==> config.mk <==
export PLATFORM = sky130hd
export DESIGN_NAME = safe_sync_seq
export DESIGN_NICKNAME = d
export VERILOG_FILES = /design/src/rtl/safe_sync_seq_pkg.sv /design/src/rtl/safe_sync_edge_det.sv /design/src/rtl/safe_sync_seq.sv
export SDC_FILE = /design/constraint.sdc
export NUM_CORES = 1
export LEC_CHECK = 0
export ABC_CLOCK_PERIOD_IN_PS = 5500
export BUFFER_PORTS_ARGS = -buffer_cell sky130_fd_sc_hd__buf_4
export CORE_MARGIN = 2
export CORE_UTILIZATION = 40
export CTS_CLUSTER_DIAMETER = 200
export CTS_CLUSTER_SIZE = 10
export DETAILED_ROUTE_END_ITERATION = 12
export SYNTH_ARGS = -nofsm -noshare
export SYNTH_HDL_FRONTEND = slang
export SYNTH_SLANG_ARGS = --single-unit
==> constraint.sdc <==
create_clock -name clk_i -period 5.5 [get_ports clk_i]
set_input_delay 0.55 -clock clk_i [delete_from_list [all_inputs] [get_ports clk_i]]
set_output_delay 0.55 -clock clk_i [all_outputs]
set_load 0.1 [all_outputs]
==> src/rtl/safe_sync_seq_pkg.sv <==
// Shared types and defaults for the dual-core resynchronisation sequencer.
// Holds the FSM state encoding and a small helper used to size the shared counter.
package safe_sync_seq_pkg;

  typedef enum logic [2:0] {
    IDLE      = 3'd0,
    WAIT_PEER = 3'd1,
    WAIT_ACK  = 3'd2,
    HALT      = 3'd3,
    RELEASE   = 3'd4,
    ERROR     = 3'd5
  } sync_state_e;

  localparam int unsigned DefTimeoutCycles = 1024;
  localparam int unsigned DefHaltCycles    = 4;

  function automatic int unsigned max_u(input int unsigned a, input int unsigned b);
    return (a > b) ? a : b;
  endfunction

endpackage

==> src/rtl/safe_sync_edge_det.sv <==
// Per-bit rising-edge detector with asynchronous active-high clear.
// Edges are suppressed until one sample has been taken after reset, so a level
// that is already high at reset release is not mistaken for a new request.
module safe_sync_edge_det #(
  parameter int unsigned Width = 2
) (
  input  logic             clk_i,
  input  logic             rst_i,
  input  logic [Width-1:0] d_i,
  output logic [Width-1:0] rise_o
);

  logic [Width-1:0] prev_q;
  logic             primed_q;

  always_ff @(posedge clk_i or posedge rst_i) begin
    if (rst_i) begin
      prev_q   <= '0;
      primed_q <= 1'b0;
    end else begin
      prev_q   <= d_i;
      primed_q <= 1'b1;
    end
  end

  assign rise_o = d_i & ~prev_q & {Width{primed_q}};

endmodule

==> src/rtl/safe_sync_seq.sv <==
// Dual-core resynchronisation sequencer: interrupt the lagging core, wait for the
// software acknowledge, halt both cores for a fixed window, then release.
module safe_sync_seq
  import safe_sync_seq_pkg::*;
#(
  parameter int unsigned TimeoutCycles = DefTimeoutCycles,
  parameter int unsigned HaltCycles    = DefHaltCycles
) (
  input  logic       clk_i,
  input  logic       rst_i,
  input  logic       core0sync_i,
  input  logic       core1sync_i,
  input  logic       intc_ack_i,
  input  logic       err_clr_i,
  output logic [1:0] intc_o,
  output logic [1:0] debug_req_o,
  output logic       sync_done_o,
  output logic       busy_o,
  output logic       timeout_err_o
);

  localparam int unsigned CntWidth = $clog2(max_u(TimeoutCycles, HaltCycles) + 1);
  localparam logic [CntWidth-1:0] CntMax      = '1;
  localparam logic [CntWidth-1:0] TimeoutLast = CntWidth'(TimeoutCycles - 1);
  localparam logic [CntWidth-1:0] HaltLast    = CntWidth'(HaltCycles - 1);

  sync_state_e         state_q, state_d;
  logic [CntWidth-1:0] cnt_q, cnt_d, cnt_inc;
  logic                init_q, init_d;
  logic [1:0]          sync, rise;
  logic [1:0]          intc_d, dbg_d;
  logic                done_d, busy_d, err_d;

  assign sync = {core1sync_i, core0sync_i};

  safe_sync_edge_det #(.Width(2)) u_edge_det (
    .clk_i  (clk_i),
    .rst_i  (rst_i),
    .d_i    (sync),
    .rise_o (rise)
  );

  assign cnt_inc = (cnt_q == CntMax) ? cnt_q : cnt_q + CntWidth'(1);

  always_comb begin
    state_d = state_q;
    cnt_d   = cnt_q;
    init_d  = init_q;
    case (state_q)
      IDLE: begin
        if (&sync) begin
          state_d = WAIT_ACK;
        end else if (^rise) begin
          state_d = WAIT_PEER;
          cnt_d   = '0;
          init_d  = rise[1];
        end
      end
      // Peer arrival is tested before expiry so a same-cycle arrival wins.
      WAIT_PEER: begin
        if (&sync) begin
          state_d = WAIT_ACK;
        end else if (!sync[init_q]) begin
          state_d = IDLE;
        end else if (cnt_q == TimeoutLast) begin
          state_d = ERROR;
        end else begin
          cnt_d = cnt_inc;
        end
      end
      WAIT_ACK: begin
        if (intc_ack_i) begin
          state_d = HALT;
          cnt_d   = '0;
        end
      end
      HALT: begin
        if (cnt_q == HaltLast) begin
          state_d = RELEASE;
        end else begin
          cnt_d = cnt_inc;
        end
      end
      RELEASE: begin
        if (!(|sync) && !intc_ack_i) begin
          state_d = IDLE;
        end
      end
      ERROR:   state_d = RELEASE;
      default: state_d = IDLE;
    endcase
  end

  // Outputs are computed from the next state so they register alongside it.
  always_comb begin
    intc_d = (state_d == WAIT_PEER) ? ~sync : 2'b00;
    dbg_d  = (state_d == HALT) ? 2'b11 : 2'b00;
    done_d = (state_q == HALT) && (state_d == RELEASE);
    busy_d = (state_d != IDLE);
    err_d  = timeout_err_o;
    if (state_d == ERROR) begin
      err_d = 1'b1;
    end else if (err_clr_i) begin
      err_d = 1'b0;
    end
  end

  always_ff @(posedge clk_i or posedge rst_i) begin
    if (rst_i) begin
      state_q       <= IDLE;
      cnt_q         <= '0;
      init_q        <= 1'b0;
      intc_o        <= 2'b00;
      debug_req_o   <= 2'b00;
      sync_done_o   <= 1'b0;
      busy_o        <= 1'b0;
      timeout_err_o <= 1'b0;
    end else begin
      state_q       <= state_d;
      cnt_q         <= cnt_d;
      init_q        <= init_d;
      intc_o        <= intc_d;
      debug_req_o   <= dbg_d;
      sync_done_o   <= done_d;
      busy_o        <= busy_d;
      timeout_err_o <= err_d;
    end
  end

endmodule

-- Yosys cells after proc, flatten, opt, wreduce, memory -nomap -nowiden
Index checks and enable logic that the tools add are counted.
- register bits after elaboration: 25
- input bits: 6
- output and inout port bits: 7
- word-level logic and storage cells: 73
- add/subtract/negate cells: 1
- magnitude comparators: 1
- eq/ne operators: 19
- mux-type cells: 24
- bitwise operators: 5
- reductions and logical operators: 13
- operators by type and width (kind ; count):
    $mux W11 ; 8
    $pmux W11 S4 ; 1
    $mux W3 ; 8
    $pmux W3 S6 ; 1
    $ne A2 B2 Y1 const B ; 7
    $eq A3 B3 Y1 const B ; 4
    $add A11 B1 Y11 const B ; 1
    $eq A11 B10 Y1 const B ; 1
    $eq A11 B11 Y1 const B ; 1
    $eq A11 B2 Y1 const B ; 1
    $eq A3 B2 Y1 const B ; 3
    $reduce_and A8 Y1 ; 1
    $eq A3 B1 Y1 const B ; 2
    $and A2 B2 Y2 ; 2
    $mux W1 ; 4
    $mux W2 ; 2
    $not A2 Y2 ; 2
    $reduce_bool A4 Y1 ; 1
    $logic_not A3 Y1 ; 1
    $reduce_and A3 Y1 ; 1
    $reduce_bool A3 Y1 ; 1
    $logic_and A1 B1 Y1 ; 2
    $logic_not A1 Y1 ; 2
    $lt A1 B2 Y1 const B ; 1
    5 further kinds ; 5

-- Logic depth before layout (Yosys ltp)
Gate-level depths: netlist of run 1.
- depth after elaboration: 9
- gate-level depth with buffers: 8
- depth with buffers taken out: 7

-- Modules after synthesis
A second synthesis of run 1 with hierarchy kept.
- cell total of the unflattened synthesis: 139
- area total of the unflattened synthesis: 1312.5 um^2
- modules (own cells, without submodules) (module ; instances ; cells an instance ; area an instance (um^2) ; sequential area each (um^2)):
    safe_sync_seq ; 1 ; 132 ; 1212.4 ; 525.5
    safe_sync_edge_det ; 1 ; 7 ; 100.1 ; 75.1

-- Worst setup path after synthesis of run 1
OpenSTA, ideal clock, no wires.
- path kind: input to register
- start point: input core1sync_i
- end point: register cnt_q[9]
- setup time: 0.104 ns
- data arrival time: 2.028 ns
- required time: 5.396 ns
- slack: 3.368 ns
- stages on the path: 5
- buffers on the path: 1
- path through: or3b_1 > a31o_1 > or4_4 > buf_6 > o41ai_4
- word-level cells in the longest chain between the ends: 5
- elaborated cells on any way between the ends: 11
- classes of those cells: 4 x eq/ne; 2 x mux; 2 x bitwise; 3 x reduce/logical
- RTL lines (item ; RTL line ; text):
    from (decl) ; safe_sync_seq.sv:12 ; input logic core1sync_i,
    $and A2 B2 Y2 (2 in a row) ; safe_sync_edge_det.sv:26 ; assign rise_o = d_i & ~prev_q & {Width{primed_q}};
    $reduce_xor A2 Y1 ; safe_sync_seq.sv:53 ; end else if (^rise) begin
    $ne A2 B2 Y1 (no line) ; -- ;
    $reduce_and A8 Y1 (no line) * ; -- ;
    to (signal assigned) ; safe_sync_seq.sv:120 ; cnt_q <= cnt_d;
    to (decl) ; safe_sync_seq.sv:28 ; logic [CntWidth-1:0] cnt_q, cnt_d, cnt_inc;
Every way passes the cells marked *; elsewhere a longest branch is shown, timed or not. The select of a mux whose other input is x is not followed.
A chain may end at the register's enable or synchronous reset.

-- Final worst setup path of run 1
- start point: register cnt_q[0]
- end point: register cnt_q[0]
- word-level cells in the longest chain between the ends: 6
- elaborated cells on any way between the ends: 13
- classes of those cells: 1 x add/sub; 5 x eq/ne; 6 x mux; 1 x reduce/logical
- RTL lines (item ; RTL line ; text):
    $add A11 B1 Y11 / $eq A11 B11 Y1 (equally long branches) ; safe_sync_seq.sv:43 ; assign cnt_inc = (cnt_q == CntMax) ? cnt_q : cnt_q + CntWidth'(1);
    $mux W11 ; safe_sync_seq.sv:43 ;
    $mux W11 ; safe_sync_seq.sv:65 ; end else if (cnt_q == TimeoutLast) begin
    $mux W11 ; safe_sync_seq.sv:63 ; end else if (!sync[init_q]) begin
    $mux W11 ; safe_sync_seq.sv:61 ; if (&sync) begin
    $pmux W11 S4 ; safe_sync_seq.sv:49 ; case (state_q)
Parallel ways exist; a longest one is shown, timed or not. The select of a mux whose other input is x is not followed.

==> impl_results.html, run 1 <==
<table>
<tr><th>Metric</th><th>Value</th></tr>
<tr><th colspan="2">Outcome</th></tr>
<tr><td>Result of the run</td><td>complete, no violations</td></tr>
<tr><th colspan="2">Setup path</th></tr>
<tr><td>Class of the most critical setup path</td><td>reg -&gt; reg</td></tr>
<tr><td>Worst reg2reg path startpoint</td><td>cnt_q[0]</td></tr>
<tr><td>Top cell family by delay on the critical path</td><td>compound AO/OA/AOI/OAI gates</td></tr>
<tr><td>Highest net fanout along the worst path</td><td>11</td></tr>
<tr><td>Crit. Startpoint</td><td>cnt_q[0]</td></tr>
<tr><td>Worst r2r path cells</td><td>6</td></tr>
<tr><td>Worst path bufs/invs</td><td>0</td></tr>
<tr><td>WP data required</td><td>5690 ps</td></tr>
<tr><td>Cells along the critical path</td><td>ha_1, and4_1, nand4_1, o21ai_0, or4_4, mux2i_1</td></tr>
<tr><td>Type of origin of the critical path</td><td>flip-flop</td></tr>
<tr><td>Stages on the worst setup path</td><td>6</td></tr>
<tr><td>Crit path max-delay cell type</td><td>sky130_fd_sc_hd__o21ai_0</td></tr>
<tr><td>Worst setup slack for register-to-register paths</td><td>2930 ps</td></tr>
<tr><td>Signal arrival time at the worst endpoint</td><td>2760 ps</td></tr>
<tr><td>Worst stage delay on the critical path</td><td>910 ps</td></tr>
<tr><td>Category of the worst setup path capture point</td><td>flip-flop</td></tr>
<tr><th colspan="2">Finish</th></tr>
<tr><td>Number of non-filler instances in the completed layout</td><td>180</td></tr>
<tr><td>Core Util, Final</td><td>0.464</td></tr>
<tr><td>Post-layout net count</td><td>144</td></tr>
<tr><td>Area taken by flip-flops and latches</td><td>601 um2</td></tr>
<tr><td>Proportion of layout cells with a drive suffix above 1</td><td>0.176</td></tr>
<tr><td>Fill cell count</td><td>305</td></tr>
<tr><td>Multi-input combinational cell area</td><td>623 um2</td></tr>
<tr><td>Ant diodes</td><td>0</td></tr>
<tr><td>Leading cell type in the layout, fill and taps excluded</td><td>sky130_fd_sc_hd__dfrtp_1</td></tr>
<tr><td>Relative area change from synthesis to final layout</td><td>9.92%</td></tr>
<tr><td>Leading cell types in the layout, fill and taps excluded</td><td>sky130_fd_sc_hd__dfrtp_1 (24), sky130_fd_sc_hd__nor2_1 (13), sky130_fd_sc_hd__buf_4 (12)</td></tr>
<tr><th colspan="2">Synth</th></tr>
<tr><td>Register area share after synthesis</td><td>0.462</td></tr>
<tr><td>Post-Synthesis Net Count</td><td>137</td></tr>
<tr><td>Async SR Flop Fraction</td><td>1.00</td></tr>
<tr><td>Synth Flop Type</td><td>sky130_fd_sc_hd__dfrtp_1</td></tr>
<tr><td>Adder-cell area share of the yosys netlist</td><td>0.00963</td></tr>
<tr><td>Count of cell types in the netlist</td><td>42</td></tr>
<tr><td>Post-synthesis instance total</td><td>130</td></tr>
<tr><td>Xor-xnor portion of the synthesized cell area</td><td>0.00674</td></tr>
<tr><td>Number of enable-type register cells in the synthesized netlist</td><td>0</td></tr>
<tr><td>Dominant combinational cell family by area after synthesis</td><td>compound AO/OA/AOI/OAI gates</td></tr>
<tr><td>Compound-Gate Fraction of Synth Area</td><td>0.225</td></tr>
<tr><td>Syn_area_per_cell</td><td>9.99 um2</td></tr>
<tr><td>Number of warnings issued by yosys</td><td>0</td></tr>
<tr><td>Synth Cell Area</td><td>1300 um2</td></tr>
<tr><td>Post-synthesis register bit count</td><td>24</td></tr>
<tr><td>Mux contribution to synthesized area</td><td>0.0154</td></tr>
<tr><td>Simple-gate share of the synthesized area</td><td>0.220</td></tr>
<tr><th colspan="2">Floorplan</th></tr>
<tr><td>Area of the core</td><td>3080 um2</td></tr>
<tr><td>Floorplan row count</td><td>20</td></tr>
<tr><td>Initial standard-cell utilization of the core</td><td>0.422</td></tr>
<tr><td>Io pins</td><td>13</td></tr>
<tr><td>Die outline height</td><td>61.0 um</td></tr>
<tr><td>DIE WIDTH</td><td>61.0 um</td></tr>
<tr><td>DIE AREA</td><td>3720 um2</td></tr>
<tr><th colspan="2">Clock network</th></tr>
<tr><td>Sink Count</td><td>24</td></tr>
<tr><td>Clock-pin slew on the worst setup and hold paths</td><td>130 ps</td></tr>
<tr><td>Number of clock buffers inserted by TritonCTS</td><td>3</td></tr>
<tr><td>Skew-Pair Late Insertion Delay</td><td>310 ps</td></tr>
<tr><td>Max clock buf depth</td><td>2</td></tr>
<tr><td>CTS Root Buffer Type</td><td>sky130_fd_sc_hd__clkbuf_4</td></tr>
<tr><td>Post-CTS Hold Buffers</td><td>0</td></tr>
<tr><td>TritonCTS clock tree</td><td>done</td></tr>
<tr><td>Resized Gates After CTS</td><td>0</td></tr>
<tr><td>Clock H-tree levels</td><td>1</td></tr>
<tr><td>Post-CTS Repair Setup Buffers</td><td>0</td></tr>
<tr><th colspan="2">STA</th></tr>
<tr><td>Post-route setup TNS</td><td>0 ps</td></tr>
<tr><td>Measured slew at the worst slew-check pin</td><td>1110 ps</td></tr>
<tr><td>Total of endpoints with negative setup slack in the final report</td><td>0</td></tr>
<tr><td>Relative slew margins</td><td>0.249</td></tr>
<tr><td>Setup repair after global routing missed its margin</td><td>no</td></tr>
<tr><td>Final Slew Violations</td><td>0</td></tr>
<tr><td>Hold violation count in the final report</td><td>0</td></tr>
<tr><td>Fin Hold WS</td><td>401 ps</td></tr>
<tr><td>Peak clock frequency supported by timing</td><td>389 MHz</td></tr>
<tr><td>Final period utilization</td><td>0.467</td></tr>
<tr><td>Clock period minus worst slack</td><td>2570 ps</td></tr>
<tr><td>Worst-case clock skew</td><td>3.18 ps</td></tr>
<tr><th colspan="2">Routing</th></tr>
<tr><td>Antenna Violating Nets Remaining</td><td>0</td></tr>
<tr><td>Via count of the routed design</td><td>990</td></tr>
<tr><td>Violation count after the first detailed-route iteration</td><td>48</td></tr>
<tr><td>First-pass iteration count of the detailed router</td><td>4</td></tr>
<tr><td>DRC violations left</td><td>0</td></tr>
<tr><td>Final wirelength</td><td>2540 um</td></tr>
<tr><td>Via density per instance</td><td>5.50</td></tr>
<tr><td>Routed wirelength normalized by instance count</td><td>14.1 um</td></tr>
<tr><th colspan="2">Global route</th></tr>
<tr><td>Number of global-route vias before repair</td><td>927</td></tr>
<tr><td>First-pass GRT wire length</td><td>4480 um</td></tr>
<tr><td>Maximum number of pins on one net before global-route repair</td><td>25</td></tr>
<tr><td>Number of antenna violations at the first check in global routing</td><td>0</td></tr>
<tr><td>Overall overflow remaining after global route</td><td>0</td></tr>
<tr><td>Global-route total usage across every layer</td><td>0.162</td></tr>
<tr><th colspan="2">Power and ir drop</th></tr>
<tr><td>Sequential fraction of design power</td><td>0.354</td></tr>
<tr><td>Leakage dissipation</td><td>0.672 nW</td></tr>
<tr><td>Power per cell area</td><td>497 nW/um2</td></tr>
<tr><td>Power share of the combinational group</td><td>0.513</td></tr>
<tr><td>Power share of the clock group</td><td>0.133</td></tr>
<tr><td>Worst IR drop on VDD</td><td>0.000169 V</td></tr>
<tr><td>Net switching share of the total power</td><td>0.507</td></tr>
<tr><td>Internal cell power</td><td>0.350 mW</td></tr>
<tr><td>Switching power summed over all nets</td><td>0.360 mW</td></tr>
<tr><th colspan="2">Place</th></tr>
<tr><td>Weighted congestion at the end of routability-driven global placement</td><td>0.810</td></tr>
<tr><td>Buffers added on ports</td><td>12</td></tr>
<tr><td>Cell count after placement</td><td>176</td></tr>
<tr><td>DPL Wire Length</td><td>1790 um</td></tr>
<tr><th colspan="2">Job</th></tr>
<tr><td>Number of max-cap violations</td><td>0</td></tr>
<tr><th colspan="2">Hold path</th></tr>
<tr><td>Cell depth of the worst hold path</td><td>1</td></tr>
<tr><td>Worst Hold Launch</td><td>core0sync_i</td></tr>
<tr><td>Type of the tightest min-delay check</td><td>in -&gt; reg</td></tr>
</table>
stage by stage:
step,area [um2],setup slack [ps],power (mW)
finish,1430,2930,0.709
global route,1430,2620,0.760
floorplan,1300,3370,0.564
detailed placement,1390,2970,0.618
global placement,1390,3010,0.615
CTS,1430,2940,0.714
cell type report:
type,count,share of cell area
tap,44,0.0386
sequential,24,0.421
inverter,6,0.0158
multi-input combinational,90,0.436
timing repair buffer,12,0.0631
clock buffer,4,0.0254
cell families (layout without fill, tap and decap cells):
logic type,after synthesis,after routing
and+or+nand+nor,51,51
AOI/OAI and AO/OA,34,34
DFF,24,24
buffers and inverters,16,22
muxes,2,2
adders and majority gates,1,1
other,1,1
xor gates and xnor gates,1,1
Yosys cell counts, types with 2 or more instances:
master                      n  share of area
sky130_fd_sc_hd__and4_1     2          0.013
sky130_fd_sc_hd__a311oi_1   2          0.013
sky130_fd_sc_hd__nand3b_1   2          0.012
sky130_fd_sc_hd__dfrtp_1   24           0.46
sky130_fd_sc_hd__nor3_1     4          0.015
sky130_fd_sc_hd__mux2i_1    2          0.015
sky130_fd_sc_hd__a21oi_1    4          0.015
sky130_fd_sc_hd__o21ai_0    4          0.015
sky130_fd_sc_hd__nor2b_1    3          0.014
sky130_fd_sc_hd__nor2_1    13          0.038
sky130_fd_sc_hd__buf_2      3          0.012
sky130_fd_sc_hd__nand2b_1   4          0.019
sky130_fd_sc_hd__or4_1      2          0.012
sky130_fd_sc_hd__a21o_1     2          0.012
sky130_fd_sc_hd__o31ai_1    8          0.046
sky130_fd_sc_hd__nand3_1    4          0.015
sky130_fd_sc_hd__inv_1      6          0.017
sky130_fd_sc_hd__nand4_1    2         0.0096
sky130_fd_sc_hd__or3_1      2         0.0096
sky130_fd_sc_hd__o31ai_2    4          0.039
sky130_fd_sc_hd__and3_1     3          0.014
sky130_fd_sc_hd__clkbuf_1   5          0.014
sky130_fd_sc_hd__nand2_1    6          0.017
state kept, by name (all words and copies together), names as in the netlist:
signal / flops
cnt_q: 11
state_q: 3
intc_o: 2
u_edge_det.prev_q: 2
busy_o: 1
debug_req_o: 1
init_q: 1
sync_done_o: 1
timeout_err_o: 1
u_edge_det.primed_q: 1
path summary, 6_finish.rpt:
check                                  endpoint
hold / removal             u_edge_det.prev_q[0]
max in group asynchronous            state_q[0]
min in group asynchronous             intc_o[0]
setup reg to reg                       cnt_q[0]
hold reg to reg                   timeout_err_o
setup / recovery                       cnt_q[0]
power groups by stage:
stage                     Sequential (mW)  Clock, mW  Combinational [mW]
after floorplan                     0.307          0               0.257
after global placement              0.253          0               0.362
after detailed placement            0.254          0               0.364
after CTS                           0.251     0.0975               0.366
after global routing                0.260      0.103               0.397
final                               0.251     0.0945               0.364
layer usage:
layer  up-vias  routed length (um)  track usage  share of wire
met4         0                  31       0.0466          0.012
met2        31                1120        0.244           0.44
met5         -                   0            0              0
met1       462                1240        0.242           0.49
met3         4                 151       0.0256          0.060
li1        493                   -            -              -
(Power assumes the default switching activity.)
==> inputs of run 2 (changes only) <==
Settings changed: ABC_CLOCK_PERIOD_IN_PS 5500 to 2200.
Clock period 5.5 ns to 2.2 ns, I/O delays scaled along.
==> run 2 against run 1 <==
Net effect:
- clock-buffer cell count down 1
- global-route usage rose by 1.3 points
- flip-flop and latch count is the same
- non-clock buffer count up 8
- largest cell class unchanged
==> impl_results.html, run 2 (synthesized netlist as in run 1, its figures left out) <==
<table>
<tr><th>Metric</th><th>Value</th></tr>
<tr><th colspan="2">Finish</th></tr>
<tr><td>Ant diodes</td><td>0 (unchanged)</td></tr>
<tr><td>Flip-flop count of the largest register after layout</td><td>11 (unchanged)</td></tr>
<tr><td>Register bank with the most flops</td><td>cnt_q</td></tr>
<tr><td>Post-layout net count</td><td>153 (+6.3%)</td></tr>
<tr><td>Relative area change from synthesis to final layout</td><td>17.2%</td></tr>
<tr><td>Leading cell types in the layout, fill and taps excluded</td><td>sky130_fd_sc_hd__dfrtp_1 (24), sky130_fd_sc_hd__buf_4 (19), sky130_fd_sc_hd__nor2_1 (13)</td></tr>
<tr><td>Proportion of layout cells with a drive suffix above 1</td><td>0.228 (+0.0511)</td></tr>
<tr><td>Biggest regs</td><td>cnt_q x11, state_q x3</td></tr>
<tr><td>Leading cell type in the layout, fill and taps excluded</td><td>sky130_fd_sc_hd__dfrtp_1</td></tr>
<tr><td>Finished layout cell area</td><td>1520 um2 (+6.7%)</td></tr>
<tr><th colspan="2">Hold path</th></tr>
<tr><td>Cell depth of the worst hold path</td><td>1 (unchanged)</td></tr>
<tr><td>End of the worst hold path</td><td>u_edge_det.prev_q[1]</td></tr>
<tr><td>Worst Hold Launch</td><td>core1sync_i</td></tr>
<tr><td>Type of the tightest min-delay check</td><td>in -&gt; reg</td></tr>
<tr><th colspan="2">STA</th></tr>
<tr><td>Hold violation count in the final report</td><td>0 (unchanged)</td></tr>
<tr><td>Final period utilization</td><td>0.962 (+0.495)</td></tr>
<tr><td>Clock period minus worst slack</td><td>2120 ps (-452 ps)</td></tr>
<tr><td>Peak clock frequency supported by timing</td><td>473 MHz (+21%)</td></tr>
<tr><td>Final Slew Violations</td><td>0 (unchanged)</td></tr>
<tr><td>Worst-case clock skew</td><td>10.2 ps (+6.99 ps)</td></tr>
<tr><td>Post-route setup TNS</td><td>0 ps (unchanged)</td></tr>
<tr><td>Setup repair after global routing missed its margin</td><td>yes</td></tr>
<tr><td>Total of endpoints with negative setup slack in the final report</td><td>0 (unchanged)</td></tr>
<tr><th colspan="2">Power and ir drop</th></tr>
<tr><td>Sequential fraction of design power</td><td>0.318 (-0.036)</td></tr>
<tr><td>Switching power summed over all nets</td><td>0.949 mW (+160%)</td></tr>
<tr><td>Power per cell area</td><td>1300 nW/um2 (+160%)</td></tr>
<tr><td>Power share of the combinational group</td><td>0.522 (+0.009)</td></tr>
<tr><td>Power share of the clock group</td><td>0.160 (+0.027)</td></tr>
<tr><td>Leakage dissipation</td><td>0.724 nW (+7.7%)</td></tr>
<tr><td>Worst IR drop on VDD</td><td>0.000429 V (+150%)</td></tr>
<tr><td>Net switching share of the total power</td><td>0.479 (-0.0280)</td></tr>
<tr><td>Post-route total power</td><td>1.98 mW (+180%)</td></tr>
<tr><td>Internal cell power</td><td>1.03 mW (+200%)</td></tr>
<tr><th colspan="2">Global route</th></tr>
<tr><td>Overall overflow remaining after global route</td><td>0 (unchanged)</td></tr>
<tr><td>Maximum number of pins on one net before global-route repair</td><td>25 (unchanged)</td></tr>
<tr><td>First-pass GRT wire length</td><td>4770 um (+6.6%)</td></tr>
<tr><td>Number of global-route vias before repair</td><td>1005 (+8.4%)</td></tr>
<tr><td>Number of antenna violations at the first check in global routing</td><td>0 (unchanged)</td></tr>
<tr><td>Global-route total usage across every layer</td><td>0.175 (+0.0129)</td></tr>
<tr><th colspan="2">Setup path</th></tr>
<tr><td>Crit path max-delay cell type</td><td>sky130_fd_sc_hd__or4_4</td></tr>
<tr><td>Category of the worst setup path capture point</td><td>flip-flop</td></tr>
<tr><td>Endpoint of the worst-slack reg-to-reg timing path</td><td>cnt_q[9]</td></tr>
<tr><td>Worst reg2reg path startpoint</td><td>cnt_q[0]</td></tr>
<tr><td>Highest net fanout along the worst path</td><td>5 (-6)</td></tr>
<tr><td>Worst stage delay on the critical path</td><td>510 ps (-400 ps)</td></tr>
<tr><td>Top cell family by delay on the critical path</td><td>simple AND/OR/NAND/NOR gates</td></tr>
<tr><td>Signal arrival time at the worst endpoint</td><td>2340 ps (-420 ps)</td></tr>
<tr><td>Cells along the critical path</td><td>ha_1, and4_1, nand4_1, o21ai_1, or4_4, o41ai_4</td></tr>
<tr><td>Type of origin of the critical path</td><td>flip-flop</td></tr>
<tr><td>Worst path bufs/invs</td><td>0 (unchanged)</td></tr>
<tr><td>Worst setup slack for register-to-register paths</td><td>80 ps (-2850 ps)</td></tr>
<tr><td>Class of the most critical setup path</td><td>reg -&gt; reg</td></tr>
<tr><td>Worst r2r path cells</td><td>6 (unchanged)</td></tr>
<tr><td>WP data required</td><td>2420 ps (-3270 ps)</td></tr>
<tr><th colspan="2">Clock network</th></tr>
<tr><td>TritonCTS clock tree</td><td>done</td></tr>
<tr><td>Sink Count</td><td>24 (unchanged)</td></tr>
<tr><td>Post-CTS Repair Setup Buffers</td><td>0 (unchanged)</td></tr>
<tr><td>CTS Root Buffer Type</td><td>sky130_fd_sc_hd__clkbuf_4</td></tr>
<tr><td>Skew-Pair Late Insertion Delay</td><td>320 ps (about the same)</td></tr>
<tr><td>Max clock buf depth</td><td>2 (unchanged)</td></tr>
<tr><td>Clock H-tree levels</td><td>1 (unchanged)</td></tr>
<tr><td>Clock-pin slew on the worst setup and hold paths</td><td>140 ps (about the same)</td></tr>
<tr><td>Number of clock buffers inserted by TritonCTS</td><td>3 (unchanged)</td></tr>
<tr><th colspan="2">Outcome</th></tr>
<tr><td>Result of the run</td><td>complete, no violations</td></tr>
<tr><th colspan="2">Floorplan</th></tr>
<tr><td>DIE AREA</td><td>3720 um2 (unchanged)</td></tr>
<tr><td>Floorplan row count</td><td>20 (unchanged)</td></tr>
<tr><td>DIE WIDTH</td><td>61.0 um (unchanged)</td></tr>
<tr><td>Io pins</td><td>13 (unchanged)</td></tr>
<tr><td>Area of the core</td><td>3080 um2 (unchanged)</td></tr>
<tr><td>Initial standard-cell utilization of the core</td><td>0.422 (unchanged)</td></tr>
<tr><td>Die outline height</td><td>61.0 um (unchanged)</td></tr>
<tr><th colspan="2">Routing</th></tr>
<tr><td>Routed wirelength normalized by instance count</td><td>14.5 um (+3.2%)</td></tr>
<tr><td>First-pass iteration count of the detailed router</td><td>4 (unchanged)</td></tr>
<tr><td>Final wirelength</td><td>2750 um (+8.4%)</td></tr>
<tr><td>Via count of the routed design</td><td>1087 (+9.8%)</td></tr>
<tr><td>Violation count after the first detailed-route iteration</td><td>61 (+27%)</td></tr>
<tr><td>Via density per instance</td><td>5.75 (+4.6%)</td></tr>
<tr><td>DRC violations left</td><td>0 (unchanged)</td></tr>
<tr><td>Antenna Violating Nets Remaining</td><td>0 (unchanged)</td></tr>
<tr><th colspan="2">Place</th></tr>
<tr><td>DPL Wire Length</td><td>2000 um (+12%)</td></tr>
<tr><td>Dpl cell area</td><td>1440 um2 (+3.8%)</td></tr>
<tr><td>Buffers added on ports</td><td>12 (unchanged)</td></tr>
<tr><td>Weighted congestion at the end of routability-driven global placement</td><td>0.852 (+5.1%)</td></tr>
<tr><th colspan="2">Job</th></tr>
<tr><td>Number of max-cap violations</td><td>0 (unchanged)</td></tr>
</table>
## run 2: cell count changes in the layout (fill, tap and decap cells not counted), sizes merged
cell	delta
bufinv	+1
buf	+7
clkbuf	-1
or4	+1
dlygate4sd3	+1
## run 2: worst max-delay path by stage
stage | startpoint | end | cells after the start
2_1_floorplan | cnt_q[0] | cnt_q[9] | 8
3_3_place_gp | cnt_q[0] | cnt_q[9] | 6
3_5_place_dp | cnt_q[0] | cnt_q[9] | 6
4_1_cts | cnt_q[0] | cnt_q[9] | 6
5_1_grt | cnt_q[0] | cnt_q[9] | 6
6_report | cnt_q[0] | cnt_q[9] | 6
## run 2: routing by layer
layer / up-vias / GRT usage / part of all wire
met2: 35 / 0.260 / 0.47
met3: 4 / 0.0192 / 0.042
met1: 533 / 0.263 / 0.47
met5: - / 0 / 0
li1: 515 / - / -
met4: 0 / 0.0652 / 0.011
## run 2: cell type report
cell class / count / area [um2]
tap: 44 / 55.1
clock inverter: 1 / 30.0
sequential: 24 / 601
timing repair buffer: 20 / 153
multi-input combinational: 91 / 639
fill: 293 / 1560
inverter: 6 / 22.5
clock buffer: 3 / 22.5
## run 2: what timing repair did
action | CTS | global route
gates resized for setup | 0 | 3
endpoints found under the hold margin | 24 | 0
hold buffers | 1 | 0
endpoints found under the setup margin | 0 | 10
## run 2: worst reg2reg max path, delay by kind of cell (launching register included)
kind / cells / cell delay, ps
simple gates: 3 / 950
flops: 1 / 420
compound gates: 2 / 400
fa+ha+maj: 1 / 260
## run 2: metrics by stage
stage	hold slack, ps	std cells	setup slack, ps	util
6_report	62.8	189	83.8	0.495
5_1_grt	44.3	189	0.179	0.495
4_1_cts	57.2	188	50.2	0.489
3_5_place_dp	302	183	79.6	0.469
3_3_place_gp	290	183	158	0.469
2_1_floorplan	235	130	165	-
## run 2: power groups by stage
stage	logic (mW)	registers, mW	clock network, mW
after detailed placement	0.979	0.636	0
final	1.04	0.629	0.317
after floorplan	0.643	0.767	0
after global placement	0.966	0.632	0
after global routing	1.11	0.650	0.349
after CTS	0.981	0.629	0.327
==> inputs of run 3 (changes only) <==
Settings changed: ABC_CLOCK_PERIOD_IN_PS 2200 to 2700, BUFFER_PORTS_ARGS -buffer_cell sky130_fd_sc_hd__buf_4 to -buffer_cell sky130_fd_sc_hd__buf_2.
Clock period 2.2 ns to 2.7 ns, I/O delays scaled along.
==> run 3 against run 2 <==
Net effect:
- sequential power fell by 19%
- global-route usage decreased by 1.7 points
- design area down 6.7%
- clock skew shrank 8.3 ps
- critical path depth decreased by 2
- clock power down 16%
- non-clock buffer count fell by 7
- final cell count fell by 4.2%
- critical path type unchanged
==> impl_results.html, run 3 (synthesized netlist as in run 1, its figures left out) <==
<table>
<tr><th>Metric</th><th>Value</th></tr>
<tr><th colspan="2">Routing</th></tr>
<tr><td>Final wirelength</td><td>2570 um (-6.4%)</td></tr>
<tr><td>Antenna Violating Nets Remaining</td><td>0 (unchanged)</td></tr>
<tr><td>Via density per instance</td><td>5.56 (-3.4%)</td></tr>
<tr><td>First-pass iteration count of the detailed router</td><td>4 (unchanged)</td></tr>
<tr><td>Routed wirelength normalized by instance count</td><td>14.2 um (-2.2%)</td></tr>
<tr><td>Violation count after the first detailed-route iteration</td><td>39 (-36%)</td></tr>
<tr><td>DRC violations left</td><td>0 (unchanged)</td></tr>
<tr><td>Via count of the routed design</td><td>1006 (-7.5%)</td></tr>
<tr><th colspan="2">Power and ir drop</th></tr>
<tr><td>Leakage dissipation</td><td>0.676 nW (-6.5%)</td></tr>
<tr><td>Worst IR drop on VDD</td><td>0.000407 V (-5.1%)</td></tr>
<tr><td>Power per cell area</td><td>1070 nW/um2 (-18%)</td></tr>
<tr><th colspan="2">Finish</th></tr>
<tr><td>Leading cell type in the layout, fill and taps excluded</td><td>sky130_fd_sc_hd__dfrtp_1</td></tr>
<tr><td>Number of non-filler instances in the completed layout</td><td>181 (-4.2%)</td></tr>
<tr><td>Area taken by flip-flops and latches</td><td>601 um2 (unchanged)</td></tr>
<tr><td>Proportion of layout cells with a drive suffix above 1</td><td>0.182 (-0.0451)</td></tr>
<tr><td>Relative area change from synthesis to final layout</td><td>9.44%</td></tr>
<tr><td>Post-layout net count</td><td>145 (-5.2%)</td></tr>
<tr><td>Leading cell types in the layout, fill and taps excluded</td><td>sky130_fd_sc_hd__dfrtp_1 (24), sky130_fd_sc_hd__nor2_1 (13), sky130_fd_sc_hd__buf_2 (12)</td></tr>
<tr><td>Flip-flop count of the largest register after layout</td><td>11 (unchanged)</td></tr>
<tr><td>Fill cell count</td><td>293 (unchanged)</td></tr>
<tr><td>Multi-input combinational cell area</td><td>623 um2 (-2.5%)</td></tr>
<tr><td>Register bank with the most flops</td><td>cnt_q</td></tr>
<tr><td>Ant diodes</td><td>0 (unchanged)</td></tr>
<tr><td>Biggest regs</td><td>cnt_q x11, state_q x3</td></tr>
<tr><th colspan="2">STA</th></tr>
<tr><td>Clock period minus worst slack</td><td>2230 ps (+114 ps)</td></tr>
<tr><td>Relative slew margins</td><td>0.418</td></tr>
<tr><td>Fin Hold WS</td><td>106 ps (+43.5 ps)</td></tr>
<tr><td>Setup repair after global routing missed its margin</td><td>no</td></tr>
<tr><td>Post-route setup TNS</td><td>0 ps (unchanged)</td></tr>
<tr><td>Worst-case clock skew</td><td>1.88 ps (-8.30 ps)</td></tr>
<tr><td>Final Slew Violations</td><td>0 (unchanged)</td></tr>
<tr><td>Hold violation count in the final report</td><td>0 (unchanged)</td></tr>
<tr><td>Final period utilization</td><td>0.826 (-0.136)</td></tr>
<tr><td>Peak clock frequency supported by timing</td><td>448 MHz (-5.1%)</td></tr>
<tr><td>Measured slew at the worst slew-check pin</td><td>872 ps</td></tr>
<tr><td>Total of endpoints with negative setup slack in the final report</td><td>0 (unchanged)</td></tr>
<tr><th colspan="2">Place</th></tr>
<tr><td>Weighted congestion at the end of routability-driven global placement</td><td>0.804 (-5.6%)</td></tr>
<tr><td>DPL Wire Length</td><td>1860 um (-7.0%)</td></tr>
<tr><td>Cell count after placement</td><td>177 (-3.3%)</td></tr>
<tr><td>Buffers added on ports</td><td>12 (unchanged)</td></tr>
<tr><th colspan="2">Clock network</th></tr>
<tr><td>Skew-Pair Late Insertion Delay</td><td>320 ps (about the same)</td></tr>
<tr><td>Post-CTS Repair Setup Buffers</td><td>0 (unchanged)</td></tr>
<tr><td>Post-CTS Hold Buffers</td><td>0 (-1)</td></tr>
<tr><td>Max clock buf depth</td><td>2 (unchanged)</td></tr>
<tr><td>TritonCTS clock tree</td><td>done</td></tr>
<tr><td>CTS Root Buffer Type</td><td>sky130_fd_sc_hd__clkbuf_4</td></tr>
<tr><td>Sink Count</td><td>24 (unchanged)</td></tr>
<tr><td>Clock H-tree levels</td><td>1 (unchanged)</td></tr>
<tr><td>Clock-pin slew on the worst setup and hold paths</td><td>140 ps (about the same)</td></tr>
<tr><td>Number of clock buffers inserted by TritonCTS</td><td>3 (unchanged)</td></tr>
<tr><td>Resized Gates After CTS</td><td>0 (unchanged)</td></tr>
<tr><th colspan="2">Global route</th></tr>
<tr><td>Maximum number of pins on one net before global-route repair</td><td>25 (unchanged)</td></tr>
<tr><td>Global-route total usage across every layer</td><td>0.158 (-0.0168)</td></tr>
<tr><td>Overall overflow remaining after global route</td><td>0 (unchanged)</td></tr>
<tr><td>Number of antenna violations at the first check in global routing</td><td>0 (unchanged)</td></tr>
<tr><td>Number of global-route vias before repair</td><td>938 (-6.7%)</td></tr>
<tr><td>First-pass GRT wire length</td><td>4330 um (-9.2%)</td></tr>
<tr><th colspan="2">Floorplan</th></tr>
<tr><td>Initial standard-cell utilization of the core</td><td>0.422 (unchanged)</td></tr>
<tr><td>Io pins</td><td>13 (unchanged)</td></tr>
<tr><td>Floorplan row count</td><td>20 (unchanged)</td></tr>
<tr><td>DIE AREA</td><td>3720 um2 (unchanged)</td></tr>
<tr><td>Area of the core</td><td>3080 um2 (unchanged)</td></tr>
<tr><td>Die outline height</td><td>61.0 um (unchanged)</td></tr>
<tr><td>DIE WIDTH</td><td>61.0 um (unchanged)</td></tr>
<tr><th colspan="2">Setup path</th></tr>
<tr><td>Worst setup slack for register-to-register paths</td><td>470 ps (+390 ps)</td></tr>
<tr><td>Signal arrival time at the worst endpoint</td><td>2460 ps (+120 ps)</td></tr>
<tr><td>Category of the worst setup path capture point</td><td>flip-flop</td></tr>
<tr><td>Highest net fanout along the worst path</td><td>11 (+6)</td></tr>
<tr><td>Class of the most critical setup path</td><td>reg -&gt; reg</td></tr>
<tr><td>Type of origin of the critical path</td><td>flip-flop</td></tr>
<tr><td>Endpoint of the worst-slack reg-to-reg timing path</td><td>cnt_q[9]</td></tr>
<tr><td>WP data required</td><td>2930 ps (+510 ps)</td></tr>
<tr><td>Worst r2r path cells</td><td>4 (-2)</td></tr>
<tr><td>Worst reg2reg path startpoint</td><td>init_q</td></tr>
<tr><th colspan="2">Job</th></tr>
<tr><td>Number of max-cap violations</td><td>0 (unchanged)</td></tr>
<tr><th colspan="2">Hold path</th></tr>
<tr><td>Type of the tightest min-delay check</td><td>in -&gt; async</td></tr>
<tr><th colspan="2">Outcome</th></tr>
<tr><td>Result of the run</td><td>complete, no violations</td></tr>
</table>
==> run 3: stage by stage <==
step	setup slack, ps	area [um2]	total power [mW]	utilization
3_5_place_dp	433	1370	1.26	0.445
4_1_cts	471	1420	1.52	0.462
5_1_grt	315	1420	1.61	0.462
3_3_place_gp	487	1370	1.25	0.445
6_report	470	1420	1.51	0.462
2_1_floorplan	665	1300	1.15	-
==> run 3: power breakdown <==
group / switching (mW) / internal [mW]
clock network: 0.115 / 0.150
logic: 0.544 / 0.194
registers: 0.0819 / 0.429
==> run 3: cell type report <==
cell class / instances / area share
Clock inverter: 1 / 0.0211
Inverter: 6 / 0.0158
Tap cell: 44 / 0.0387
Multi-Input combinational cell: 90 / 0.438
Timing Repair Buffer: 13 / 0.0475
Clock buffer: 3 / 0.0158
Sequential cell: 24 / 0.423
==> run 3: per-layer routing <==
layer	wire [um]	GRT usage
met5	0	0
met4	31	0.0652
met3	88	0.0256
met2	1130	0.229
met1	1330	0.235
==> run 3: worst max-delay path by stage <==
stage | startpoint | end | slack [ps]
3_5_place_dp | core0sync_i | cnt_q[9] | 430
6_report | init_q | cnt_q[9] | 470
5_1_grt | u_edge_det.prev_q[1] | cnt_q[9] | 320
3_3_place_gp | core0sync_i | cnt_q[9] | 490
4_1_cts | u_edge_det.prev_q[1] | cnt_q[9] | 470
2_1_floorplan | cnt_q[0] | cnt_q[9] | 660
==> run 3: worst max-delay path, cell delays in order, from the launching register on <==
cell and delay, ps:
sky130_fd_sc_hd__dfrtp_1 420, sky130_fd_sc_hd__or3b_1 410, sky130_fd_sc_hd__a31o_1 350, sky130_fd_sc_hd__or4_4 660, sky130_fd_sc_hd__o41ai_4 310
